**config.mk**
```make
export PLATFORM = sky130hd
export DESIGN_NAME = lcd_cmd_scheduler
export DESIGN_NICKNAME = d
export VERILOG_FILES = /design/src/rtl/lcd_pkg.sv /design/src/rtl/lcd_init_rom.sv /design/src/rtl/lcd_cmd_scheduler.sv
export SDC_FILE = /design/constraint.sdc
export NUM_CORES = 1
export LEC_CHECK = 0
export ABC_AREA = 0
export CORE_ASPECT_RATIO = 0.9
export CORE_MARGIN = 10
export CORE_UTILIZATION = 44
export DETAILED_ROUTE_END_ITERATION = 16
export GPL_TIMING_DRIVEN = 1
export PLACE_DENSITY_LB_ADDON = 0.25
export RECOVER_POWER = 50
export SLEW_MARGIN = 10
export SYNTH_ARGS = -nofsm -noshare
export SYNTH_HDL_FRONTEND = slang
export SYNTH_HIERARCHICAL = 1
export SYNTH_SLANG_ARGS = --single-unit
```
**constraint.sdc**
```tcl
create_clock -name clk -period 6.9 [get_ports clk]
set_input_delay 2.07 -clock clk [delete_from_list [all_inputs] [get_ports clk]]
set_output_delay 2.07 -clock clk [all_outputs]
set_load 0.02 [all_outputs]
```
**src/rtl/lcd_pkg.sv**
```systemverilog
// Shared types and constants for the 4-bit HD44780-style LCD command scheduler.
package lcd_pkg;

  typedef enum logic [2:0] {
    S_PWRUP,
    S_SETUP,
    S_EN_HI,
    S_EN_LO,
    S_GAP,
    S_EXEC,
    S_IDLE
  } state_t;

  // Default timings in 100 MHz clock cycles.
  localparam int unsigned DEF_T_PWRUP = 1500000;
  localparam int unsigned DEF_T_INIT1 = 410000;
  localparam int unsigned DEF_T_INIT2 = 10000;
  localparam int unsigned DEF_T_SETUP = 4;
  localparam int unsigned DEF_T_EN    = 50;
  localparam int unsigned DEF_T_GAP   = 100;
  localparam int unsigned DEF_T_CMD   = 4000;
  localparam int unsigned DEF_T_CLEAR = 164000;

  localparam logic [7:0] CMD_FUNC_4BIT = 8'h28;
  localparam logic [7:0] CMD_DISP_ON   = 8'h0C;
  localparam logic [7:0] CMD_CLEAR     = 8'h01;
  localparam logic [7:0] CMD_ENTRY     = 8'h06;

  // Wait selectors; W_EXEC means "derive from the byte being executed".
  localparam logic [1:0] W_INIT1 = 2'd0;
  localparam logic [1:0] W_INIT2 = 2'd1;
  localparam logic [1:0] W_CMD   = 2'd2;
  localparam logic [1:0] W_EXEC  = 2'd3;

  // Clear display (0x01) and return home (0x02/0x03) need the long execution wait.
  function automatic logic is_clear(input logic rs_b, input logic [7:0] b);
    return !rs_b && (b >= 8'h01) && (b <= 8'h03);
  endfunction

endpackage

```
**src/rtl/lcd_init_rom.sv**
```systemverilog
// Power-on init sequence: four raw nibbles followed by four configuration bytes.
module lcd_init_rom
  import lcd_pkg::*;
(
  input  logic [2:0] step,
  output logic       is_nibble,
  output logic       rs,
  output logic [7:0] value,
  output logic [1:0] wait_sel
);

  always_comb begin
    is_nibble = 1'b1;
    rs        = 1'b0;
    value     = 8'h03;
    wait_sel  = W_CMD;
    case (step)
      3'd0: wait_sel = W_INIT1;
      3'd1: wait_sel = W_INIT2;
      3'd2: wait_sel = W_CMD;
      3'd3: value = 8'h02;
      3'd4: begin is_nibble = 1'b0; value = CMD_FUNC_4BIT; wait_sel = W_EXEC; end
      3'd5: begin is_nibble = 1'b0; value = CMD_DISP_ON;   wait_sel = W_EXEC; end
      3'd6: begin is_nibble = 1'b0; value = CMD_CLEAR;     wait_sel = W_EXEC; end
      default: begin is_nibble = 1'b0; value = CMD_ENTRY; wait_sel = W_EXEC; end
    endcase
  end

endmodule

```
**src/rtl/lcd_cmd_scheduler.sv**
```systemverilog
// Owns the 4-bit LCD bus: runs power-on init, then serves client A (priority) and client B.
module lcd_cmd_scheduler
  import lcd_pkg::*;
#(
  parameter int unsigned T_PWRUP = DEF_T_PWRUP,
  parameter int unsigned T_INIT1 = DEF_T_INIT1,
  parameter int unsigned T_INIT2 = DEF_T_INIT2,
  parameter int unsigned T_SETUP = DEF_T_SETUP,
  parameter int unsigned T_EN    = DEF_T_EN,
  parameter int unsigned T_GAP   = DEF_T_GAP,
  parameter int unsigned T_CMD   = DEF_T_CMD,
  parameter int unsigned T_CLEAR = DEF_T_CLEAR
) (
  input  logic       clk,
  input  logic       nrst,
  input  logic       a_valid,
  input  logic       a_rs,
  input  logic [7:0] a_byte,
  output logic       a_ready,
  input  logic       b_valid,
  input  logic       b_rs,
  input  logic [7:0] b_byte,
  output logic       b_ready,
  output logic [3:0] data,
  output logic       rs,
  output logic       rw,
  output logic       en,
  output logic       init_done,
  output logic       busy
);

  state_t      state;
  logic [31:0] cnt;
  logic [2:0]  step;
  logic        cur_nib, cur_rs, cur_last, lo_phase;
  logic [7:0]  cur_byte;
  logic [1:0]  cur_wait;
  logic        rom_nib, rom_rs;
  logic [7:0]  rom_val;
  logic [1:0]  rom_wait;
  logic        do_launch, accept, sel_rs;
  logic [7:0]  sel_byte;

  lcd_init_rom u_rom (
    .step      (step),
    .is_nibble (rom_nib),
    .rs        (rom_rs),
    .value     (rom_val),
    .wait_sel  (rom_wait)
  );

  function automatic logic [31:0] wait_len(input logic [1:0] sel, input logic rs_b,
                                           input logic [7:0] b);
    case (sel)
      W_INIT1: return 32'(T_INIT1);
      W_INIT2: return 32'(T_INIT2);
      W_CMD:   return 32'(T_CMD);
      default: return is_clear(rs_b, b) ? 32'(T_CLEAR) : 32'(T_CMD);
    endcase
  endfunction

  assign rw      = 1'b0;
  assign busy    = (state != S_IDLE);
  assign a_ready = (state == S_IDLE) && init_done;
  assign b_ready = (state == S_IDLE) && init_done && !a_valid;
  assign accept  = (a_valid && a_ready) || (b_valid && b_ready);
  assign sel_rs   = a_valid ? a_rs : b_rs;
  assign sel_byte = a_valid ? a_byte : b_byte;

  // Start the next init step after power-up, after a raw nibble, or after an init byte.
  assign do_launch = (cnt == 32'd0) &&
                     ((state == S_PWRUP) || (state == S_EN_LO) ||
                      ((state == S_EXEC) && !init_done && !cur_last));

  always_ff @(posedge clk or negedge nrst) begin
    if (!nrst) begin
      state     <= S_PWRUP;
      cnt       <= 32'(T_PWRUP - 1);
      step      <= 3'd0;
      cur_nib   <= 1'b0;
      cur_rs    <= 1'b0;
      cur_last  <= 1'b0;
      lo_phase  <= 1'b0;
      cur_byte  <= 8'h00;
      cur_wait  <= W_CMD;
      data      <= 4'h0;
      rs        <= 1'b0;
      en        <= 1'b0;
      init_done <= 1'b0;
    end else if (do_launch) begin
      state    <= S_SETUP;
      cnt      <= 32'(T_SETUP - 1);
      step     <= step + 3'd1;
      cur_nib  <= rom_nib;
      cur_rs   <= rom_rs;
      cur_byte <= rom_val;
      cur_wait <= rom_wait;
      cur_last <= (step == 3'd7);
      lo_phase <= 1'b0;
      rs       <= rom_rs;
      data     <= rom_nib ? rom_val[3:0] : rom_val[7:4];
    end else if (accept) begin
      state    <= S_SETUP;
      cnt      <= 32'(T_SETUP - 1);
      cur_nib  <= 1'b0;
      cur_rs   <= sel_rs;
      cur_byte <= sel_byte;
      cur_wait <= W_EXEC;
      cur_last <= 1'b0;
      lo_phase <= 1'b0;
      rs       <= sel_rs;
      data     <= sel_byte[7:4];
    end else begin
      case (state)
        S_SETUP:
          if (cnt == 32'd0) begin
            state <= S_EN_HI;
            en    <= 1'b1;
            cnt   <= 32'(T_EN - 1);
          end else cnt <= cnt - 32'd1;
        S_EN_HI:
          if (cnt == 32'd0) begin
            en <= 1'b0;
            if (cur_nib) begin
              state <= S_EN_LO;
              cnt   <= wait_len(cur_wait, cur_rs, cur_byte) - 32'd1;
            end else if (!lo_phase) begin
              state <= S_GAP;
              cnt   <= 32'(T_GAP - 1);
            end else begin
              state <= S_EXEC;
              cnt   <= wait_len(cur_wait, cur_rs, cur_byte) - 32'd1;
            end
          end else cnt <= cnt - 32'd1;
        // data/rs change only here, at the start of the lo-nibble setup
        S_GAP:
          if (cnt == 32'd0) begin
            state    <= S_SETUP;
            lo_phase <= 1'b1;
            data     <= cur_byte[3:0];
            cnt      <= 32'(T_SETUP - 1);
          end else cnt <= cnt - 32'd1;
        S_EXEC:
          if (cnt == 32'd0) begin
            state     <= S_IDLE;
            init_done <= 1'b1;
          end else cnt <= cnt - 32'd1;
        S_PWRUP, S_EN_LO: cnt <= cnt - 32'd1;
        S_IDLE: ;
        default: state <= S_PWRUP;
      endcase
    end
  end

endmodule

```
Yosys cells after proc, flatten, opt, wreduce, memory -nomap -nowiden:

Index checks and enable logic that the tools add are counted.

* bits in registers: 58
* bits of input ports: 22
* output and inout port bits: 11
* word-level logic and storage cells: 135

* $add $sub $neg: 4
* order comparisons: 2
* equality and inequality tests: 24
* mux-type cells: 56
* bitwise operators: 2
* reductions and logical operators: 35

Operators by type and width (count)
* 32-bit 2-to-1 mux: 19
* 32-bit one-hot mux with 5 select lines: 1
* 32-bit by 1-bit subtractor with 32-bit output, second input constant: 3
* 19-bit one-hot mux with 3 select lines: 1
* 32-bit zero test: 1
* 6-bit one-hot mux with 5 select lines: 1
* 8-bit 2-to-1 mux: 3
* 3-bit == test, second input constant: 7
* 3-bit 2-to-1 mux: 7
* 4-bit 2-to-1 mux: 5
* 4-bit != test, second input constant: 5
* 18-bit 2-to-1 mux: 1
* 3-bit one-hot mux with 5 select lines: 1
* 1-bit 2-to-1 mux: 13
* 3-bit by 2-bit == test with 1-bit output, second input constant: 4
* 5-bit AND reduction: 2
* 1-bit logical AND: 9
* 8-bit by 1-bit >= comparator with 1-bit output, second input constant: 1
* 8-bit by 2-bit less-or-equal comparator with 1-bit output, second input constant: 1
* 7-bit nonzero test: 1
* 3-bit by 1-bit == test with 1-bit output, second input constant: 2
* 3-bit zero test: 2
* 2-bit one-hot mux with 3 select lines: 1
* 3-bit nonzero test: 2
* other kinds (18): 30

Longest topological paths before layout:

Gate-level depths: netlist (run 1).

* depth after elaboration: 18
* depth in mapped cells: 11
* gate-level depth less buffers: 10

Hierarchy:

Netlist (run 1), hierarchy kept.

By module, submodules not included
* lcd_cmd_scheduler: times used 1, cells each 496, area each 4156.5 um^2, sequential area each 1470.2 um^2
* lcd_init_rom: times used 1, cells each 15, area each 85.1 um^2, sequential area each 0.0 um^2

Worst setup path after synthesis (run 1):

Ideal clock, no wire load.

* path kind: input to output
* start: in a_valid
* end: out b_ready
* arrival: 2.706 ns
* required time: 4.830 ns
* slack: 2.124 ns
* cell stages on the path: 2
* path buffers: 1
* cells stage by stage: clkbuf_1 > nor2b_1

* longest elaborated chain between the ends: 2

Ends and longest elaborated chain
* start: declaration: line lcd_cmd_scheduler.sv:16 `input logic a_valid,`
* 1-bit zero test: line lcd_cmd_scheduler.sv:65 `assign b_ready = (state == S_IDLE) && init_done && !a_valid;`
* 1-bit logical AND: line lcd_cmd_scheduler.sv:65
* end: declaration: line lcd_cmd_scheduler.sv:23 `output logic b_ready,`

Every way passes these cells.

Worst setup path in the final report (run 1):

Ends and elaborated chain as after synthesis.

==> results.toml, run 1 <==
[clock_tree]
clockBufferDepth = 2
cts.clk_slew.worst_paths_ns = 0.06
root_buffer = "clkbuf_8"
clock_sink_count = 58
clk_latency_ns = 0.35
cts_tree = "done"
hold_buffers = 0
cts_made_buffers = 9
htree_levels = 3
ctsResizeCount = 0
cts_setup_buffers = 0

[critical_path]
worstSetupPathType = "in -> out"
r2r_start = "cnt[9]"
cp.arrival_ns = 3.62
required_ns = 4.83
r2r_cells = 7
start_kind = "input pin"
end_kind = "output port"
rrSetupSlack_ns = 2.05
crit_fanout = 12
timing.rr.end = "data[1]"

[floorplan]
io_pins = 33
core_um2 = 9250
start_util_pct = 45.9
die-area_um2 = 14000
dieWidth_um = 123
num_rows = 33
die_height_um = 113

[timing]
period_minus_slack_ns = 5.69
slew_headroom_pct = -111
rsz0062_at_grt = "false"
whs_ns = 0.483
tightest_slew_ns = 3.16
hold_violations = 0
setup_tns_ns = 0
setup_viol = 0
finalMaxSlewViolations = 69
finClkSkew_ns = 0.00881
fmax_mhz = 176
period_share_pct = 82.4

[final_layout]
drive_gt1_share_pct = 9.96
final_area_um2 = 4710
diodes = 0
nets = 559
final_util_pct = 50.9
final.fill_count = 926
area_growth_pct = 11.0
layoutNonFillerInstCount = 654

[power_and_ir_drop]
peakVddDrop_mv = 0.0951
leakagePower_uw = 0.00199
p_per_area_nw_per_um2 = 148

[global_route]
grt_pass1_wl_mm = 20.3
grt_pass1_vias = 3863
antenna_found_initial = 0
grt_overflow = 0
grt_usage_pct = 17.8
grt_max_degree = 59

[hold_path]
min_path_cells = 2
min_from = "cnt[15]"
hold_path_class = "reg -> reg"
min_to = "cnt[15]"

[place]
place_area_um2 = 4560
place.port_buffers = 31
place.gp.congestion = 0.917
dp_hpwl_mm = 8.66
dp.cells = 638

[synth]
avgSynthCellArea_um2 = 8.30
synth_cell_type_count = 72
yosysWarnings = 6
synthCells = 511
yosysSeqAreaShare_pct = 34.7
synth_ff_type = "dfrtp_1"
ys_seq_elements = 58
synth-async-reset-ratio_pct = 100
syn_area_um2 = 4240
synth_edf_count = 0

[route]
drt-wirelength-per-cell_um = 18.6
drt_wl_total_mm = 12.1
dr.pass1.iters = 5
drc = 0
drt-vias-per-instance = 6.25
num_vias = 4085
postRouteAntennaNets = 0
drtIter0Drc = 414

[run_status]
violations = "capacitance limit, slew limit"
outcome = "finished with violations"

[flow_run]
drv_cap = 2
==> through the flow <==
| step | total power (uW) | setup WS, ns |
|---|---|---|
| 2_1_floorplan | 354 | 2.12 |
| 3_3_place_gp | 372 | 1.22 |
| 3_5_place_dp | 372 | 1.21 |
| 4_1_cts | 701 | 1.21 |
| 5_1_grt | 721 | 1.17 |
| 6_report | 697 | 1.21 |
==> cells by family after synthesis <==
group,after synthesis,synth area share (%)
other cells,2,0.177
mux,14,3.42
flops,58,34.7
fa+ha+maj,10,2.95
buf+inv,59,6.70
simple gates,214,26.5
compound gates,148,24.3
xor+xnor,6,1.24
==> state kept, by name, summed over array words and instances (netlist names) <==
name	flops
cur_byte	8
state	3
data	4
en	1
cur_wait	2
cur_nib	1
step	3
cnt	32
lo_phase	1
cur_last	1
cur_rs	1
init_done	1
==> worst max path at each step <==
stage          startpoint  endpoint  cells after the start
2_1_floorplan     a_valid   b_ready                      2
3_3_place_gp      a_valid   b_ready                      3
3_5_place_dp      a_valid   b_ready                      3
4_1_cts           a_valid   b_ready                      3
5_1_grt           a_valid   b_ready                      3
6_report          a_valid   b_ready                      3
==> critical path, stage by stage <==
cell	delay [ns]
clkdlybuf4s50_1	0.71
nor2b_1	0.21
clkdlybuf4s50_1	0.62
==> Yosys cell counts (6+ instances only) <==
cell        n  area [um2]
a21oi_1    31         155
a221o_1     7        70.1
a2bb2oi_1   9        78.8
a31oi_1    12        75.1
and3_1      7        43.8
clkbuf_1   18        67.6
dfrtp_1    43        1080
dfstp_2    15         394
ha_1       10         125
inv_1      21        78.8
mux2i_1    10         100
nand2_1    49         184
nand3_1    23         115
nand4_1    12        75.1
nor2_1     50         188
nor3_1     25         125
nor4_1     14        87.6
o211ai_1    7        52.6
o21ai_0    20         100
o22ai_1    12        75.1
or3_1       6        37.5
==> cell type report <==
class / count / area (um2) / share of cell area (%)
Timing Repair Buffer: 36 / 335 / 7.12
Inverter: 25 / 93.8 / 1.99
Sequential cell: 58 / 1470 / 31.2
Clock buffer: 12 / 155 / 3.30
Tap cell: 122 / 153 / 3.24
Multi-Input combinational cell: 397 / 2450 / 52.0
Clock inverter: 4 / 50.0 / 1.06
==> per-layer routing <==
metal	global-route usage, %	wire length (um)	vias to the layer above
met5	0	0	-
met1	25.9	5620	1951
met2	25.1	5430	177
met4	5.12	112	0
li1	-	-	1946
met3	4.52	980	11
==> cell usage in the layout, fill, tap and decap left out, types with 3 or more instances in the layout <==
cell type / count
nand3_1: 23
buf_4: 3
mux2_2: 4
a31oi_1: 12
nand2_1: 49
nor3_1: 25
xnor2_1: 4
ha_1: 10
a21o_1: 4
inv_1: 21
dfrtp_1: 43
nor4_1: 17
or4_1: 3
dfstp_2: 15
nor2_1: 50
and3_1: 7
a21oi_1: 31
clkbuf_8: 11
mux2i_1: 10
and2_1: 4
or3_1: 6
o211ai_1: 7
o22ai_1: 12
clkdlybuf4s50_1: 30
nand2b_1: 4
nand4_1: 12
a221o_1: 7
clkbuf_1: 3
conb_1: 5
a2bb2oi_1: 9
a221oi_1: 4
a211o_1: 5
a41oi_1: 3
a22oi_1: 5
o21a_1: 3
o21ai_0: 20
==> power by group <==
part,switching (uW),internal [uW]
Combinational,11.8,12.6
Clock,146,186
Sequential,0,340
(Power assumes the default switching activity.)
==> run 2: changes to the inputs <==
- clock period: 6.9 -> 4.6 ns (I/O delays scaled with it)
==> results.toml, run 2 (synthesized netlist as in run 1, its figures left out) <==
[run_status]
outcome = "finished with violations"
violations = "capacitance limit, slew limit"

[critical_path]
rrSetupSlack_ns = 0.56
timing.rr.end = "cnt[5]"
r2r_cells = 7
cp.arrival_ns = 4.26
end_kind = "flop"
r2r_start = "cnt[2]"
worstSetupPathType = "reg -> reg"
start_kind = "flop"
required_ns = 4.83
crit_fanout = 17
crit_start = "cnt[2]"
endpoint = "cnt[5]"

[timing]
rsz0062_at_grt = "false"
period_share_pct = 87.7
whs_ns = 0.511
finClkSkew_ns = 0.0152
period_minus_slack_ns = 4.04
finalMaxSlewViolations = 32
setup_slack_ns = 0.564
fmax_mhz = 248
tightest_slew_ns = 1.69
setup_viol = 0
hold_violations = 0
slew_headroom_pct = -12.7
setup_tns_ns = 0

[global_route]
grt_usage_pct = 18.4
grt_pass1_wl_mm = 20.9
grt_pass1_vias = 3849
grt_max_degree = 49
antenna_found_initial = 0
grt_overflow = 0

[floorplan]
io_pins = 33
core_um2 = 9250
die_height_um = 113
start_util_pct = 45.9
num_rows = 33
die-area_um2 = 14000
dieWidth_um = 123

[final_layout]
final_util_pct = 52.0
final_area_um2 = 4810
top_regs = "cnt x32, cur_byte x8, data x4"
nets = 565
drive_gt1_share_pct = 11.0
largest_register_ff_count = 32
regMostFlops = "cnt"
diodes = 0
area_growth_pct = 13.5
final_common_cell = "nor2_1"
layout_common_cells = "50 x nor2_1, 49 x nand2_1, 43 x dfrtp_1, 31 x a21oi_1, 30 x clkdlybuf4s50_1"

[clock_tree]
ctsResizeCount = 0
hold_buffers = 0
cts.clk_slew.worst_paths_ns = 0.07
htree_levels = 3
clock_sink_count = 58
cts_tree = "done"
clk_latency_ns = 0.36
cts_setup_buffers = 0
clockBufferDepth = 2
cts_made_buffers = 9
root_buffer = "clkbuf_8"

[power_and_ir_drop]
share_comb_of_total_power_pct = 3.3
power_frac_seq_pct = 43.9
leakagePower_uw = 0.00206
peakVddDrop_mv = 0.129
switching_share_pct = 20.9
pwr-share-clk_pct = 52.9
p_per_area_nw_per_um2 = 242
switching_power_uw = 243
intPower_uw = 920

[place]
place.gp.congestion = 0.919
place.port_buffers = 31
pre_cts_slack_ns = 0.629
dp_hpwl_mm = 8.98
place_area_um2 = 4600

[flow_run]
drv_cap = 1

[route]
drt_wl_total_mm = 12.5
drc = 0
drt-wirelength-per-cell_um = 19.0
num_vias = 4121
drtIter0Drc = 517
dr.pass1.iters = 5
drt-vias-per-instance = 6.24
postRouteAntennaNets = 0

[hold_path]
min_from = "cnt[3]"
hold_path_class = "reg -> reg"
run 2: through the flow:
stage | instances | power, uW
floorplan | 514 | 531
global placement | 643 | 558
detailed placement | 643 | 558
CTS | 659 | 1170
global route | 660 | 1200
finish | 660 | 1160
run 2: final cells by class:
class | count | area, um2
Fill cell | 912 | 4440
Clock inverter | 4 | 97.6
Tap cell | 122 | 153
Multi-Input combinational cell | 397 | 2470
Inverter | 25 | 93.8
Sequential cell | 58 | 1470
Timing Repair Buffer | 42 | 375
Clock buffer | 12 | 155
run 2: power groups by stage:
stage / Combinational [uW] / Sequential, uW / Clock [uW]
after detailed placement: 38.8 / 520 / 0
after CTS: 38.9 / 510 / 622
after global placement: 38.5 / 520 / 0
after floorplan: 11.3 / 520 / 0
final: 37.9 / 510 / 615
after global routing: 42.5 / 510 / 643
run 2: worst min path at each step:
stage                    to  slack, ns  cells after the start
detailed placement  cnt[15]       0.50                      2
global placement    cnt[15]       0.48                      2
finish               cnt[3]       0.51                      2
floorplan           cnt[15]       0.47                      2
global route        cnt[15]       0.52                      2
CTS                  cnt[8]       0.51                      2
run 2: critical path: stages (launching register included):
cell and delay, ns:
dfstp_2 0.39, nor4_1 0.81, nand3_1 0.15, clkbuf_1 0.35, nor4_1 1.03, a21oi_2 0.48, and2_4 0.34, a221o_1 0.36
run 2: routing by layer:
layer | vias up | global-route usage, % | part of all wire (%)
li1 | 1949 | - | -
met1 | 1971 | 26.7 | 47
met2 | 182 | 26.7 | 44
met3 | 19 | 4.22 | 7.6
met4 | 0 | 4.81 | 1.5
met5 | - | 0 | 0
